==> src/rtl/sb_pkg.sv <==
// Shared types and timing constants for the sideband TX scheduler.
package sb_pkg;

  typedef enum logic [1:0] {
    SCH_IDLE  = 2'd0,
    SCH_ISSUE = 2'd1,
    SCH_GAP   = 2'd2
  } sch_state_t;

  localparam int SB_PKT_BITS    = 64;
  localparam int SB_DATA_CYCLES = 64;
  localparam int SB_GAP_CYCLES  = 32;
  // One IDLE->TX cycle, the data beats, then the mandatory post-packet gap.
  localparam int SB_PKT_CYCLES  = 1 + SB_DATA_CYCLES + SB_GAP_CYCLES;

endpackage

==> src/rtl/sb_tx_scheduler_if.sv <==
// Packet handshake between the scheduler (master) and the sideband serializer (slave).
interface sb_tx_scheduler_if;
  import sb_pkg::*;

  logic [SB_PKT_BITS-1:0] tx_data_o;
  logic                   tx_valid_o;
  logic                   tx_ack_i;
  logic                   tx_enable_o;

  modport master (
    output tx_data_o,
    output tx_valid_o,
    output tx_enable_o,
    input  tx_ack_i
  );

  modport slave (
    input  tx_data_o,
    input  tx_valid_o,
    input  tx_enable_o,
    output tx_ack_i
  );

endinterface

==> src/rtl/sb_rr_arbiter.sv <==
// Combinational round-robin pick: rotate requests so ptr sits at bit 0,
// take the lowest set bit, then rotate the index back.
module sb_rr_arbiter #(
  parameter int N     = 3,
  parameter int IDX_W = $clog2(N)
) (
  input  logic [N-1:0]     req,
  input  logic [IDX_W-1:0] ptr,
  output logic             gnt_valid,
  output logic [IDX_W-1:0] gnt_idx
);

  logic [2*N-1:0]   req_dbl;
  logic [N-1:0]     req_rot;
  logic [IDX_W-1:0] offset;
  logic [IDX_W:0]   sum;

  assign req_dbl   = {req, req};
  assign req_rot   = N'(req_dbl >> ptr);
  assign gnt_valid = |req;

  // Priority-encode the rotated vector and map the offset back to a requester index.
  always_comb begin
    // NOTE: every output of a combinational block gets a default first so no path infers a latch.
    offset = '0;
    for (int i = N - 1; i >= 0; i--) begin
      if (req_rot[i]) offset = IDX_W'(i);
    end
    sum = {1'b0, ptr} + {1'b0, offset};
    if (sum >= (IDX_W + 1)'(N)) gnt_idx = IDX_W'(sum - (IDX_W + 1)'(N));
    else                        gnt_idx = sum[IDX_W-1:0];
  end

endmodule

==> src/rtl/sb_tx_scheduler.sv <==
// Shares the sideband serializer between NUM_REQ message sources. Round-robin
// grants one 64-bit packet at a time and paces issue with a credit counter that
// models the serializer's buffer drain, since that buffer has no full flag.
module sb_tx_scheduler
  import sb_pkg::*;
#(
  parameter int NUM_REQ    = 3,
  parameter int BUF_DEPTH  = 4,
  parameter int PKT_CYCLES = SB_PKT_CYCLES
) (
  input  logic                           clk_800MHz,
  input  logic                           reset,
  input  logic                           link_en_i,
  input  logic [NUM_REQ-1:0]             req_valid_i,
  input  logic [NUM_REQ*SB_PKT_BITS-1:0] req_data_i,
  output logic [NUM_REQ-1:0]             req_ack_o,
  sb_tx_scheduler_if.master              ser,
  output logic [$clog2(BUF_DEPTH):0]     credits_o,
  output logic                           busy_o
);

  localparam int IDX_W  = $clog2(NUM_REQ);
  localparam int CRED_W = $clog2(BUF_DEPTH) + 1;
  localparam int CTR_W  = $clog2(PKT_CYCLES);

  localparam logic [CRED_W-1:0] CRED_FULL = CRED_W'(BUF_DEPTH);
  localparam logic [CTR_W-1:0]  CTR_LAST  = CTR_W'(PKT_CYCLES - 1);
  localparam logic [IDX_W-1:0]  IDX_LAST  = IDX_W'(NUM_REQ - 1);

  sch_state_t        state;
  logic [IDX_W-1:0]  rr_ptr;
  logic [IDX_W-1:0]  grant_idx;
  logic [IDX_W-1:0]  arb_idx;
  logic              arb_valid;
  logic [CRED_W-1:0] credits;
  logic [CTR_W-1:0]  drain_ctr;
  logic              take_credit;
  logic              return_credit;

  sb_rr_arbiter #(
    .N     (NUM_REQ),
    .IDX_W (IDX_W)
  ) u_arb (
    .req       (req_valid_i),
    .ptr       (rr_ptr),
    .gnt_valid (arb_valid),
    .gnt_idx   (arb_idx)
  );

  // A credit is consumed on acceptance and returned once the modelled drain of one packet completes.
  assign take_credit   = (state == SCH_ISSUE) && ser.tx_ack_i;
  assign return_credit = (credits != CRED_FULL) && (drain_ctr == CTR_LAST);

  assign credits_o = credits;
  assign busy_o    = (credits != CRED_FULL) || (state != SCH_IDLE);

  // Grant/offer/gap sequencing; the offer is held until the serializer accepts it.
  always_ff @(posedge clk_800MHz) begin
    if (reset) begin
      state          <= SCH_IDLE;
      rr_ptr         <= '0;
      grant_idx      <= '0;
      ser.tx_valid_o <= 1'b0;
      ser.tx_data_o  <= '0;
      req_ack_o      <= '0;
    end else begin
      // NOTE: non-blocking assignments throughout, so every register sees pre-edge values and later writes override earlier defaults.
      req_ack_o <= '0;
      unique case (state)
        SCH_IDLE: begin
          if (link_en_i && arb_valid && (credits != '0)) begin
            grant_idx      <= arb_idx;
            ser.tx_data_o  <= req_data_i[arb_idx*SB_PKT_BITS +: SB_PKT_BITS];
            ser.tx_valid_o <= 1'b1;
            state          <= SCH_ISSUE;
          end
        end
        SCH_ISSUE: begin
          if (ser.tx_ack_i) begin
            ser.tx_valid_o       <= 1'b0;
            req_ack_o[grant_idx] <= 1'b1;
            rr_ptr               <= (grant_idx == IDX_LAST) ? '0 : grant_idx + IDX_W'(1);
            state                <= SCH_GAP;
          end
        end
        SCH_GAP:  state <= SCH_IDLE;
        default:  state <= SCH_IDLE;
      endcase
    end
  end

  // Buffer-write enable trails link_en_i by one cycle.
  always_ff @(posedge clk_800MHz) begin
    if (reset) ser.tx_enable_o <= 1'b0;
    else       ser.tx_enable_o <= link_en_i;
  end

  // Credit counter plus drain timer; simultaneous take and return leave credits unchanged.
  always_ff @(posedge clk_800MHz) begin
    if (reset) begin
      credits   <= CRED_FULL;
      drain_ctr <= '0;
    end else begin
      if (take_credit && !return_credit)      credits <= credits - CRED_W'(1);
      else if (return_credit && !take_credit) credits <= credits + CRED_W'(1);

      if ((credits == CRED_FULL) || return_credit) drain_ctr <= '0;
      else                                         drain_ctr <= drain_ctr + CTR_W'(1);
    end
  end

endmodule
==> src/flat_wrapper.sv <==
// flat-port wrapper written by rule: the top's interface ports become plain ports
module sb_tx_scheduler_flat import sb_pkg::*;
#(
  parameter int NUM_REQ    = 3,
  parameter int BUF_DEPTH  = 4,
  parameter int PKT_CYCLES = SB_PKT_CYCLES
)
  (clk_800MHz, reset, link_en_i, req_valid_i, req_data_i, req_ack_o, credits_o, busy_o, ser_tx_data_o, ser_tx_valid_o, ser_tx_enable_o, ser_tx_ack_i);
  sb_tx_scheduler_if ser_i ();
  input  logic clk_800MHz;
  input  logic reset;
  input  logic link_en_i;
  input  logic [NUM_REQ-1:0] req_valid_i;
  input  logic [NUM_REQ*SB_PKT_BITS-1:0] req_data_i;
  output logic [NUM_REQ-1:0] req_ack_o;
  output logic [$clog2(BUF_DEPTH):0] credits_o;
  output logic busy_o;
  output wire logic [$bits(ser_i.tx_data_o)-1:0] ser_tx_data_o;
  output wire logic [$bits(ser_i.tx_valid_o)-1:0] ser_tx_valid_o;
  output wire logic [$bits(ser_i.tx_enable_o)-1:0] ser_tx_enable_o;
  input wire logic [$bits(ser_i.tx_ack_i)-1:0] ser_tx_ack_i;
  assign ser_tx_data_o = ser_i.tx_data_o;
  assign ser_tx_valid_o = ser_i.tx_valid_o;
  assign ser_tx_enable_o = ser_i.tx_enable_o;
  assign ser_i.tx_ack_i = ser_tx_ack_i;
  sb_tx_scheduler #(.NUM_REQ(NUM_REQ), .BUF_DEPTH(BUF_DEPTH), .PKT_CYCLES(PKT_CYCLES)) u_core (.clk_800MHz(clk_800MHz), .reset(reset), .link_en_i(link_en_i), .req_valid_i(req_valid_i), .req_data_i(req_data_i), .req_ack_o(req_ack_o), .ser(ser_i), .credits_o(credits_o), .busy_o(busy_o));
endmodule
==> config.mk <==
export PLATFORM = sky130hd
export DESIGN_NAME = sb_tx_scheduler_flat
export DESIGN_NICKNAME = d
export VERILOG_FILES = /design/src/rtl/sb_pkg.sv /design/src/rtl/sb_tx_scheduler_if.sv /design/src/rtl/sb_rr_arbiter.sv /design/src/rtl/sb_tx_scheduler.sv /design/src/flat_wrapper.sv
export SDC_FILE = /design/constraint.sdc
export NUM_CORES = 1
export LEC_CHECK = 0
export CAP_MARGIN = 20
export CORE_MARGIN = 2
export CORE_UTILIZATION = 43
export DETAILED_ROUTE_END_ITERATION = 8
export GPL_TIMING_DRIVEN = 1
export PLACE_DENSITY = 0.86
export SLEW_MARGIN = 10
export SYNTH_ARGS = -nofsm -noshare
export SYNTH_HDL_FRONTEND = slang
export SYNTH_SLANG_ARGS = --single-unit
==> constraint.sdc <==
create_clock -name clk_800MHz -period 10.3 [get_ports clk_800MHz]
set_input_delay 1.03 -clock clk_800MHz [delete_from_list [all_inputs] [get_ports clk_800MHz]]
set_output_delay 1.03 -clock clk_800MHz [all_outputs]
set_load 0.005 [all_outputs]
# Word-level counts from Yosys, hierarchy flattened
# Cells that the tools add are included.
[op_classes]
reduce_logical = 23
addsub = 6
eq_ne = 7
bitwise = 2
muxes = 15
shift = 2
n_lt_le_gt_ge = 3
[op_table]
columns = ["operator", "n"]
rows = [
  ["192-bit by 9-bit indexed part select with 64-bit output", 1],
  ["2-bit 2-to-1 mux", 7],
  ["7-bit by 1-bit adder with 7-bit output (second input constant)", 1],
  ["7-bit equality test (second input constant)", 1],
  ["1-bit logical AND", 7],
  ["3-bit 2-to-1 mux", 2],
  ["2-bit AND reduction", 3],
  ["2-bit nonzero test", 3],
  ["3-bit OR reduction", 2],
  ["6-bit by 2-bit right shift with 3-bit output", 1],
  ["2-bit one-hot mux with 2 select lines", 1],
  ["2-bit by 2-bit adder with 3-bit output", 1],
  ["3-bit by 1-bit adder with 3-bit output (second input constant)", 1],
  ["3-bit equality test (second input constant)", 1],
  ["3-bit by 2-bit greater-or-equal comparator with 1-bit output (second input constant)", 1],
  ["2-bit by 3-bit less-than comparator with 1-bit output (second input constant)", 1],
  ["1-bit 2-to-1 mux", 3],
  ["3-bit inequality test (second input constant)", 1],
  ["3-bit AND reduction", 1],
  ["3-bit nonzero test", 1],
  ["3-bit by 1-bit subtractor with 3-bit output (second input constant)", 1],
  ["2-bit by 1-bit adder with 2-bit output (second input constant)", 1],
  ["1-bit demux with 2-bit select", 1],
  ["2-bit by 1-bit equality test with 1-bit output (second input constant)", 1],
  ["other kinds (11)", 14],
]
[word_totals]
regBits = 85
input_bits = 199
output_inout_bits = 73

# Longest topological paths before layout
[depth]
word_depth = 8
depth_mapped = 15

# By module
# From an unflattened synthesis, not the netlist that was laid out.
[unflattened]
cells_unflattened = 551
area_unflattened_um2 = 4752.1
[modules_own_cells]
columns = ["mod", "cells_each", "instances", "area_each_um2", "seq_area_each_um2"]
rows = [
  ["sb_tx_scheduler", 529, 1, 4569.4, 1701.6],
  ["sb_rr_arbiter", 22, 1, 182.7, 0.0],
]

# Least setup slack after synthesis
# Ideal clock, no wire load.
[synth_path]
kind = "input-to-reg"
from = "in req_valid_i[2]"
to = "reg u_core.ser.tx_data_o[15]"
setup_time_ps = 141
t_required_ps = 10159
path_slack_ps = 6403
path_stages = 15
t_arrival_ps = 3756
path_cell_list = "inv_1 or3_1 a31oi_1 ha_1 inv_1 fa_1 inv_1 ha_1 nand3b_1 mux2i_1 buf_4 buf_6 mux2_4 a221oi_2 nor3_2"
[synth_via]
elab_chain_cells = 8
elab_cells_between_ends = 13
classes_between = "2 x add/sub; 1 x order compare; 2 x shift; 4 x mux; 4 x reduce/logical"
[synth_lines]
columns = ["element", "line_no", "rtl"]
rows = [
  ["from (decl)", "flat_wrapper.sv:13", "input logic [NUM_REQ-1:0] req_valid_i;"],
  ["6-bit by 2-bit right shift with 3-bit output", "sb_rr_arbiter.sv:19", "assign req_rot = N'(req_dbl >> ptr);"],
  ["2-bit 2-to-1 mux (3 in a row)", "sb_rr_arbiter.sv:27", "if (req_rot[i]) offset = IDX_W'(i);"],
  ["2-bit by 2-bit adder with 3-bit output", "sb_rr_arbiter.sv:29", "sum = {1'b0, ptr} + {1'b0, offset};"],
  ["3-bit by 2-bit greater-or-equal comparator with 1-bit output / 2-bit subtractor (equally long branches)", "sb_rr_arbiter.sv:30", "if (sum >= (IDX_W + 1)'(N)) gnt_idx = IDX_W'(sum - (IDX_W + 1)'(N));"],
  ["2-bit 2-to-1 mux", "sb_rr_arbiter.sv:30", ""],
  ["192-bit by 9-bit indexed part select with 64-bit output", "sb_tx_scheduler.sv:73", "ser.tx_data_o <= req_data_i[arb_idx*SB_PKT_BITS +: SB_PKT_BITS];"],
  ["to (signal assigned)", "sb_tx_scheduler.sv:73", ""],
  ["to (decl)", "sb_tx_scheduler_if.sv:11", "output tx_data_o,"],
]
# Parallel ways exist; a longest one is shown, timed or not.
# A chain may end at the register's enable or synchronous reset.

# Final worst setup path
[layout_path]
from = "in req_valid_i[2]"
to = "reg u_core.ser.tx_data_o[55]"
# Same word-level chain as after synthesis.

==> impl_metrics.tcl <==
set metrics [dict create \
    synth-seq-cells 85 \
    routed-via-count 4837 \
    path_clk_slew_ns 0.06 \
    fin_crit_ns 5.06 \
    slew_viol_final 0 \
    antenna_found_initial 0 \
    synth-edff-count 0 \
    yosysTopAreaCell "dfxtp_1" \
    drive_gt1_share_pct 23.4 \
    globalplace.congestion 0.802 \
    rr_startpoint "u_core.rr_ptr[1]" \
    cts-resized-gates 0 \
    ys_seq_area_share_pct 33.4 \
    p_leak_nw 3.05 \
    port_buffers 271 \
    synth_cell_types 40 \
    final_cell_mix "clkdlybuf4s50_1, dfxtp_1, nor2_1" \
    core_region_area_um2 11500 \
    clock_tree.root_cell "clkbuf_16" \
    final_common_cell "clkdlybuf4s50_1" \
    die-area_um2 12700 \
    wire_per_inst_um 18.7 \
    start_util_pct 44.3 \
    ys.flop_type "dfxtp_1" \
    diodes 0 \
    cts_hold_buf 0 \
    setup_viol 0 \
    final_nets 933 \
    fin_util_pct 70.6 \
    critPathKind "input pin to flop" \
    ant_nets 0 \
    dp.final_hpwl_mm 11.9 \
    grt_use_total_pct 25.1 \
    drcViolationCount 20 \
    report.final.hold_viol_count 0 \
    max_slew.worst_pin.slew_ns 1.13 \
    cts_buffers 9 \
    drv_cap 0 \
    first_global_vias 5073 \
    synth_area_um2 5100 \
    nFillCells 825 \
    arrival_ns 5.25 \
    cp.required_ns 10.49 \
    cts_tree "done" \
    clock_sinks 85 \
    synth_area_leaders "dfxtp_1, a221oi_2, mux2_4" \
    hp-class "flop to flop" \
    max_freq_mhz 198 \
    drtPass1Iterations 7 \
    r2r_slack_ns 6.06 \
    drt_iter0_markers 254 \
    gr-total-overflow 0 \
    yosys_warnings 0 \
    holdCritStartpoint "u_core.ser.tx_valid_o" \
    routed_wirelength_mm 16.4 \
    routed_via_density 5.53 \
    critPathLaunch "req_valid_i[2]" \
    die_x_um 113 \
    critPathMaxFanout 65 \
    synth.top_cell.area_share_pct 33.4 \
    fin_crit_sh_pct 49.1 \
    synth_cells 481 \
    tns_ns 0 \
    multi_input_area_um2 3150 \
    clock_latency_ns 0.33 \
    grt_pass1_wl_mm 25.7 \
    dieHeight_um 113 \
    skew_ns 0.00688 \
    synth.avg_cell_area_um2 10.6 \
    syn_to_final_growth_pct 59.3 \
    endpoint_kind "flop" \
    ys_async_sr_fraction_pct 0 \
    power.total_mw 1.11 \
    cts_htree_levels 3 \
    outcome "complete, but fails checks" \
    grt_setup_unrepaired "no" \
    power.density_nw_per_um2 137 \
    irDropWorstVdd_mv 0.0923 \
    synth_fp_nets 687 \
    cts_setup_buffers 0 \
    slew_headroom_pct 24.4 \
    rows 39 \
    cp-start-kind "input pin" \
    register_area_um2 1700 \
    violations "DRC" \
    ios 272 \
    grt_start_max_net_pins 66 \
    cts_buffer_depth 2 \
]
==> synth_stat cells, types with 4 or more instances <==
| master | number |
|---|---|
| dfxtp_1 | 85 |
| nor2_1 | 83 |
| a221oi_2 | 49 |
| mux2_4 | 49 |
| nor3_2 | 45 |
| nor3_1 | 23 |
| buf_2 | 18 |
| clkbuf_1 | 17 |
| a221oi_1 | 15 |
| mux2_1 | 15 |
| inv_1 | 12 |
| a21oi_1 | 7 |
| and3_1 | 5 |
| buf_6 | 5 |
| ha_1 | 5 |
| or3_1 | 4 |
| xor2_1 | 4 |
==> metal layers <==
| metal | wire length, um | track usage [%] | up-vias | part of all wire [%] |
|---|---|---|---|---|
| met3 | 1220 | 5.68 | 31 | 7.5 |
| met1 | 6350 | 29.2 | 2317 | 39 |
| met2 | 8400 | 45.4 | 197 | 51 |
| met5 | 0 | 0 | - | 0 |
| met4 | 384 | 8.86 | 0 | 2.3 |
| li1 | - | - | 2292 | - |
==> area by class of cell <==
cell class	instances	area share, %
clock buffers	14	3.37
clock inverters	1	0.0616
inverters	12	0.554
multi-input cells	340	38.8
flip-flops and latches	85	20.9
well taps	143	2.20
repair buffers	279	34.1
==> per-stage QoR <==
step | instance area, um2 | std cells | setup WS [ns] | hold slack, ns
4_1_cts | 8130 | 874 | 5.22 | 0.459
3_3_place_gp | 7850 | 859 | 5.10 | 0.440
6_report | 8130 | 874 | 5.24 | 0.458
2_1_floorplan | 5100 | 481 | 6.40 | 0.426
3_5_place_dp | 7850 | 859 | 4.86 | 0.452
5_1_grt | 8130 | 874 | 4.96 | 0.472
==> report_power, final <==
group / switching, mW / internal (mW) / total, mW
clock network: 0.123 / 0.182 / 0.305
registers: 0.0174 / 0.361 / 0.379
logic: 0.191 / 0.240 / 0.431
total: 0.332 / 0.783 / 1.11
==> worst max-delay path, stage by stage <==
cell	delay, ns
clkdlybuf4s50_1	0.50
inv_1	0.09
or3_1	0.31
a31oi_1	0.17
ha_1	0.16
inv_1	0.05
fa_1	0.49
inv_1	0.05
ha_1	0.20
nand3b_1	0.29
mux2i_4	0.19
buf_4	0.88
mux2_1	0.40
a221oi_1	0.33
nor3_1	0.09
==> final timing paths <==
path | endpoint | cells after the start
setup / recovery | u_core.ser.tx_data_o[55] | 15
setup reg to reg | u_core.ser.tx_data_o[55] | 14
hold reg to reg | u_core.ser.tx_valid_o | 2
hold / removal | u_core.ser.tx_valid_o | 2
==> state kept, by name, indices dropped and copies added, names as in the netlist <==
register,cells
u_core.drain_ctr,7
u_core.state,2
u_core.req_ack_o,3
u_core.credits_o,3
u_core.rr_ptr,2
u_core.ser.tx_valid_o,1
u_core.ser.tx_enable_o,1
u_core.ser.tx_data_o,64
u_core.grant_idx,2
==> cells by family (layout without fill, tap and decap cells) <==
family                     count (synthesis)  in the layout  share of synthesized area, %
adders and majority gates                  7              7                          2.01
muxes                                     65             65                          17.9
xor gates and xnor gates                   7              7                          1.20
buffers and inverters                     56            306                          5.52
and+or+nand+nor                          182            182                          21.3
DFF                                       85             85                          33.4
AOI/OAI and AO/OA                         79             79                          18.7
Power figures use the tool's default switching activity.
